==> config.mk <==
export PLATFORM = sky130hd
export DESIGN_NAME = pipeline_ctrl_flat
export DESIGN_NICKNAME = d
export VERILOG_FILES = /design/src/rtl/pipeline_ctrl_if.sv /design/src/rtl/pipeline_ctrl.sv /design/src/flat_wrapper.sv
export SDC_FILE = /design/constraint.sdc
export NUM_CORES = 1
export LEC_CHECK = 0
export ABC_CLOCK_PERIOD_IN_PS = 2200
export CORE_MARGIN = 2
export CORE_UTILIZATION = 38
export DETAILED_ROUTE_END_ITERATION = 12
export GPL_TIMING_DRIVEN = 0
export PLACE_DENSITY = 0.91
export SLEW_MARGIN = 20
export SYNTH_ARGS = -nofsm -noshare
export SYNTH_HDL_FRONTEND = slang
export SYNTH_SLANG_ARGS = --single-unit
==> constraint.sdc <==
create_clock -name clk -period 2.2 [get_ports clk]
set_clock_uncertainty 0.15 [all_clocks]
set_input_delay 0.44 -clock clk [delete_from_list [all_inputs] [get_ports clk]]
set_output_delay 0.44 -clock clk [all_outputs]
set_load 0.02 [all_outputs]
==> src/rtl/pipeline_ctrl_if.sv <==
// Pipeline control bundle: hazard requests and fetch outputs in, IF/ID state and stage enables out.
// With PIPE_PERF_CNT_EN defined the bundle also carries the performance counters.
interface pipeline_ctrl_if #(
  parameter int DATA_WIDTH = 32
);
  logic                  stall;
  logic                  flush;
  logic                  mem_busy;
  logic [DATA_WIDTH-1:0] instr_f;
  logic [DATA_WIDTH-1:0] pc_f;
  logic [DATA_WIDTH-1:0] pc_plus4_f;
  logic [DATA_WIDTH-1:0] instr_d;
  logic [DATA_WIDTH-1:0] pc_d;
  logic [DATA_WIDTH-1:0] pc_plus4_d;
  logic                  valid_d;
  logic                  en_pc;
  logic                  bubble_e;
  logic                  freeze_m;
  logic [1:0]            ctrl_state;
`ifdef PIPE_PERF_CNT_EN
  logic [31:0]           cycle_cnt;
  logic [31:0]           stall_cnt;
  logic [31:0]           flush_cnt;
  logic [31:0]           wait_cnt;
`endif

  modport master (
`ifdef PIPE_PERF_CNT_EN
    input  cycle_cnt, stall_cnt, flush_cnt, wait_cnt,
`endif
    output stall, flush, mem_busy, instr_f, pc_f, pc_plus4_f,
    input  instr_d, pc_d, pc_plus4_d, valid_d, en_pc, bubble_e, freeze_m, ctrl_state
  );

  modport slave (
`ifdef PIPE_PERF_CNT_EN
    output cycle_cnt, stall_cnt, flush_cnt, wait_cnt,
`endif
    input  stall, flush, mem_busy, instr_f, pc_f, pc_plus4_f,
    output instr_d, pc_d, pc_plus4_d, valid_d, en_pc, bubble_e, freeze_m, ctrl_state
  );
endinterface

==> src/rtl/pipeline_ctrl.sv <==
// Pipeline control: owns IF/ID, applies stall/flush/mem-wait; optional counters under PIPE_PERF_CNT_EN.
// Latency: IF/ID updates one edge after the decision; en_pc/bubble_e/freeze_m are combinational.
// Backpressure: mem_busy freezes the pipe (PC and IF/ID hold, EX/MEM and MEM/WB frozen) until it drops.
module pipeline_ctrl #(
  parameter int                    DATA_WIDTH = 32,
  parameter int                    RST_HOLD   = 2,
  parameter logic [DATA_WIDTH-1:0] NOP_INSTR  = 32'h0000_0013
) (
  input  logic           clk,
  input  logic           rst,
  pipeline_ctrl_if.slave pif
);

  typedef enum logic [1:0] {
    INIT     = 2'b00,
    RUN      = 2'b01,
    MEM_WAIT = 2'b10
  } state_t;

  localparam int            HW        = (RST_HOLD > 1) ? $clog2(RST_HOLD) : 1;
  localparam logic [HW-1:0] HOLD_INIT = HW'(RST_HOLD - 1);

  state_t                state_q, state_d;
  logic [HW-1:0]         hold_q, hold_d;
  logic [DATA_WIDTH-1:0] instr_q, pc_q, pc4_q;
  logic                  valid_q;

  logic en_pc, bubble_e, freeze_m;
  logic d_load, d_nop;
  logic stall_app, flush_app;

  always_comb begin
    state_d   = state_q;
    hold_d    = hold_q;
    en_pc     = 1'b0;
    bubble_e  = 1'b1;
    freeze_m  = 1'b0;
    d_load    = 1'b0;
    d_nop     = 1'b0;
    stall_app = 1'b0;
    flush_app = 1'b0;

    case (state_q)
      // MEM_WAIT with memory ready resolves exactly like RUN in the same cycle
      RUN, MEM_WAIT: begin
        if (pif.mem_busy) begin
          bubble_e = 1'b0;
          freeze_m = 1'b1;
          state_d  = MEM_WAIT;
        end else begin
          state_d = RUN;
          if (pif.flush) begin
            en_pc     = 1'b1;
            d_nop     = 1'b1;
            flush_app = 1'b1;
          end else if (pif.stall) begin
            stall_app = 1'b1;
          end else begin
            en_pc    = 1'b1;
            bubble_e = 1'b0;
            d_load   = 1'b1;
          end
        end
      end
      // INIT, and the unreachable encoding treated as INIT with an expired counter
      default: begin
        d_nop = 1'b1;
        if (state_q == INIT && hold_q != '0) begin
          hold_d = hold_q - HW'(1);
        end else begin
          state_d = RUN;
        end
      end
    endcase

    if (rst) begin
      en_pc    = 1'b0;
      bubble_e = 1'b1;
      freeze_m = 1'b0;
    end
  end

  always_ff @(posedge clk) begin
    if (rst) begin
      state_q <= INIT;
      hold_q  <= HOLD_INIT;
      instr_q <= NOP_INSTR;
      pc_q    <= '0;
      pc4_q   <= '0;
      valid_q <= 1'b0;
    end else begin
      state_q <= state_d;
      hold_q  <= hold_d;
      if (d_nop) begin
        instr_q <= NOP_INSTR;
        pc_q    <= '0;
        pc4_q   <= '0;
        valid_q <= 1'b0;
      end else if (d_load) begin
        instr_q <= pif.instr_f;
        pc_q    <= pif.pc_f;
        pc4_q   <= pif.pc_plus4_f;
        valid_q <= 1'b1;
      end
    end
  end

`ifdef PIPE_PERF_CNT_EN
  logic [31:0] cycle_q, stall_q, flush_q, wait_q;

  always_ff @(posedge clk) begin
    if (rst) begin
      cycle_q <= '0;
      stall_q <= '0;
      flush_q <= '0;
      wait_q  <= '0;
    end else begin
      if (state_q == RUN || state_q == MEM_WAIT) cycle_q <= cycle_q + 32'd1;
      if (stall_app) stall_q <= stall_q + 32'd1;
      if (flush_app) flush_q <= flush_q + 32'd1;
      if (freeze_m)  wait_q  <= wait_q + 32'd1;
    end
  end

  assign pif.cycle_cnt = cycle_q;
  assign pif.stall_cnt = stall_q;
  assign pif.flush_cnt = flush_q;
  assign pif.wait_cnt  = wait_q;
`endif

  assign pif.instr_d    = instr_q;
  assign pif.pc_d       = pc_q;
  assign pif.pc_plus4_d = pc4_q;
  assign pif.valid_d    = valid_q;
  assign pif.en_pc      = en_pc;
  assign pif.bubble_e   = bubble_e;
  assign pif.freeze_m   = freeze_m;
  assign pif.ctrl_state = state_q;

endmodule

==> src/flat_wrapper.sv <==
// flat-port wrapper written by rule: the top's interface ports become plain ports
module pipeline_ctrl_flat 
#(
  parameter int                    DATA_WIDTH = 32,
  parameter int                    RST_HOLD   = 2,
  parameter logic [DATA_WIDTH-1:0] NOP_INSTR  = 32'h0000_0013
)
  (clk, rst, pif_stall, pif_flush, pif_mem_busy, pif_instr_f, pif_pc_f, pif_pc_plus4_f, pif_instr_d, pif_pc_d, pif_pc_plus4_d, pif_valid_d, pif_en_pc, pif_bubble_e, pif_freeze_m, pif_ctrl_state);
  pipeline_ctrl_if #(.DATA_WIDTH(DATA_WIDTH)) pif_i ();
  input  logic clk;
  input  logic rst;
  input wire logic [$bits(pif_i.stall)-1:0] pif_stall;
  input wire logic [$bits(pif_i.flush)-1:0] pif_flush;
  input wire logic [$bits(pif_i.mem_busy)-1:0] pif_mem_busy;
  input wire logic [$bits(pif_i.instr_f)-1:0] pif_instr_f;
  input wire logic [$bits(pif_i.pc_f)-1:0] pif_pc_f;
  input wire logic [$bits(pif_i.pc_plus4_f)-1:0] pif_pc_plus4_f;
  output wire logic [$bits(pif_i.instr_d)-1:0] pif_instr_d;
  output wire logic [$bits(pif_i.pc_d)-1:0] pif_pc_d;
  output wire logic [$bits(pif_i.pc_plus4_d)-1:0] pif_pc_plus4_d;
  output wire logic [$bits(pif_i.valid_d)-1:0] pif_valid_d;
  output wire logic [$bits(pif_i.en_pc)-1:0] pif_en_pc;
  output wire logic [$bits(pif_i.bubble_e)-1:0] pif_bubble_e;
  output wire logic [$bits(pif_i.freeze_m)-1:0] pif_freeze_m;
  output wire logic [$bits(pif_i.ctrl_state)-1:0] pif_ctrl_state;
  assign pif_i.stall = pif_stall;
  assign pif_i.flush = pif_flush;
  assign pif_i.mem_busy = pif_mem_busy;
  assign pif_i.instr_f = pif_instr_f;
  assign pif_i.pc_f = pif_pc_f;
  assign pif_i.pc_plus4_f = pif_pc_plus4_f;
  assign pif_instr_d = pif_i.instr_d;
  assign pif_pc_d = pif_i.pc_d;
  assign pif_pc_plus4_d = pif_i.pc_plus4_d;
  assign pif_valid_d = pif_i.valid_d;
  assign pif_en_pc = pif_i.en_pc;
  assign pif_bubble_e = pif_i.bubble_e;
  assign pif_freeze_m = pif_i.freeze_m;
  assign pif_ctrl_state = pif_i.ctrl_state;
  pipeline_ctrl #(.DATA_WIDTH(DATA_WIDTH), .RST_HOLD(RST_HOLD), .NOP_INSTR(NOP_INSTR)) u_core (.clk(clk), .rst(rst), .pif(pif_i));
endmodule
==> impl_metrics.yaml <==
power:
  power_density_mw_per_mm2: 640.8
  power_mw: 3.799
  vdd_drop_max_mv: 0.4033
  power_leakage_nw: 1.977
setup_path:
  cp_max_fo: 6
  cp-start-kind: "flop"
  cp.required_ps: 1610
  cp-end-kind: "primary output"
  cp.arrival_ps: 1530
  path_class: "flop to primary output"
  reg2reg_depth: 7
route:
  dr.pass1.iters: 4
  drt_iter0_drc: 98
  drtAntennaViolNets: 0
  drc: 0
  routedWlPerCell_um: 13.92
  avgViaCountPerCell: 4.770
  num_vias: 3692
  drt_wl_total_mm: 10.78
synthesis:
  syn_nets: 546
  seq_area_frac_synth: 0.5650
  synthesis.area_mm2: 0.003543
  ys_types: 19
  ys_ff_latch: 100
  yosys_warnings: 0
  synth_area_per_cell_um2: 7.981
  synthCells: 444
sta:
  slew_viol_final: 0
  worst_slew_pin_slew_ps: 530.4
  period_share: 0.9629
  fin_crit_ps: 2118
  max-slew-margin-rel: 0.6464
  fmax_mhz: 472.1
  final-hold-violation-count: 0
  setup_viol: 0
place:
  hpwlAfterDp_mm: 8.364
  gp_congestion: 0.8086
  port_buffers: 201
clock_tree:
  cts_made_buffers: 9
  clkTransAtPathRegs_ps: 90
  cts_tree: "built"
  cts-root-buf: "clkbuf_8"
  clockBufferDepth: 2
  cts-htree-levels: 3
  clk_latency_ps: 340
  clock_sinks: 100
  cts_hold_buf: 0
final_layout:
  fillers: 735
  diodes: 0
  final_cell_mix: "clkdlybuf4s50_1 (198), nand2_1 (193), dfxtp_1 (98)"
  nets: 762
  area_growth_pct: 67.34
  fin_util: 0.6478
  final_common_cell: "clkdlybuf4s50_1"
  drive_above_1_share: 0.06787
grt:
  grt_pass1_vias: 3693
  grt_pass1_wl_mm: 16.73
  antenna_found_initial: 0
  grt_usage: 0.2078
  grt_max_degree: 16
  grt_overflow_total: 0
job:
  maxCapViolations: 0
floorplan:
  num_io_pins: 203
  die_area_mm2: 0.01011
  coreArea_mm2: 0.009153
  fp-row-count: 35
  die_w_um: 100.6
  die_h_um: 100.6
  start_util: 0.3871
hold_path:
  hp-class: "input port to flop"
  hold_path_depth: 3
status:
  status: "completed"
[repair_timing]
action                                 CTS  global route
endpoints found under the hold margin    0             0
buffers inserted                         3             1
setup endpoints to repair               46            26
pin swaps                                0             2
gates resized for setup                 15            10
[cells by family after synthesis]
| kind of cell | share of synthesized area |
|---|---|
| fa+ha+maj | 0.003531 |
| flops | 0.5650 |
| simple gates | 0.2320 |
| buf+inv | 0.05650 |
| compound gates | 0.1430 |
[where the power goes]
part	switching, mW	internal (mW)	total [mW]
clock	0.593	0.545	1.14
combinational	0.410	0.375	0.786
sequential	0.0230	1.85	1.88
[path summary, 6_finish.rpt]
kind / startpoint / to / slack (ps)
hold / removal: pif_mem_busy / u_core.pif.ctrl_state[0] / 240
setup reg to reg: u_core.pif.ctrl_state[1] / u_core.pif.pc_plus4_d[2] / 150
hold reg to reg: u_core.pif.pc_d[28] / u_core.pif.pc_d[28] / 310
setup / recovery: u_core.pif.ctrl_state[1] / pif_en_pc / 80
[state kept, by name (all words and copies together), names as in the netlist]
register	flops
u_core.pif.ctrl_state	2
u_core.pif.pc_plus4_d	32
u_core.pif.instr_d	32
u_core.pif.valid_d	1
u_core.hold_q	1
u_core.pif.pc_d	32
[cell usage after synthesis, drive strengths merged]
cell type,instances,area (um^2)
nand2b,1,6.260
nor2,5,18.77
ha,1,12.51
o31a,1,8.760
clkbuf,18,67.56
dfxtp,100,2002
inv,5,18.77
nor4b,1,23.77
o21ai,3,15.01
a21oi,95,475.5
nor2b,1,6.260
nand2,193,724.4
buf,14,113.9
or3,1,6.260
or4b,1,13.76
a21o,1,7.510
nand3b,3,22.52
[per-stage QoR]
step	std cells	hold slack, ps	instance area, um^2	setup slack, ps	setup TNS, ps
detailed placement	756	295.2	5694	-591.7	-40100
global placement	756	283.2	5694	-574.8	-38850
CTS	773	230.6	5928	6.835	0
global route	774	244.6	5929	-5.628	-5.628
finish	774	244.7	5929	81.73	0
floorplan	444	275.9	3543	123.0	0
[layer usage]
layer | global-route usage | routed length [um] | vias to the layer above
li1 | - | - | 1852
met2 | 0.3913 | 5551 | 146
met1 | 0.2190 | 4230 | 1677
met5 | 0 | 0 | -
met3 | 0.06449 | 814 | 17
met4 | 0.06639 | 180 | 0
[final cells by class]
type | count | area (um^2) | area share
buffer | 32 | 183.9 | 0.03102
tap | 111 | 138.9 | 0.02342
sequential | 100 | 2004 | 0.3380
clock inverter | 4 | 51.30 | 0.008652
multi-input combinational | 307 | 1365 | 0.2302
timing repair buffer | 205 | 2029 | 0.3423
inverter | 5 | 18.77 | 0.003165
clock buffer | 10 | 137.6 | 0.02321
[worst max-delay path, cell delays in order, from the launching register on]
cell     delay [ps]
dfxtp_2         340
inv_1            70
ha_4            300
nor2b_4         150
o21ai_1          70
nor2_1          110
buf_4           140
Power figures use the tool's default switching activity.
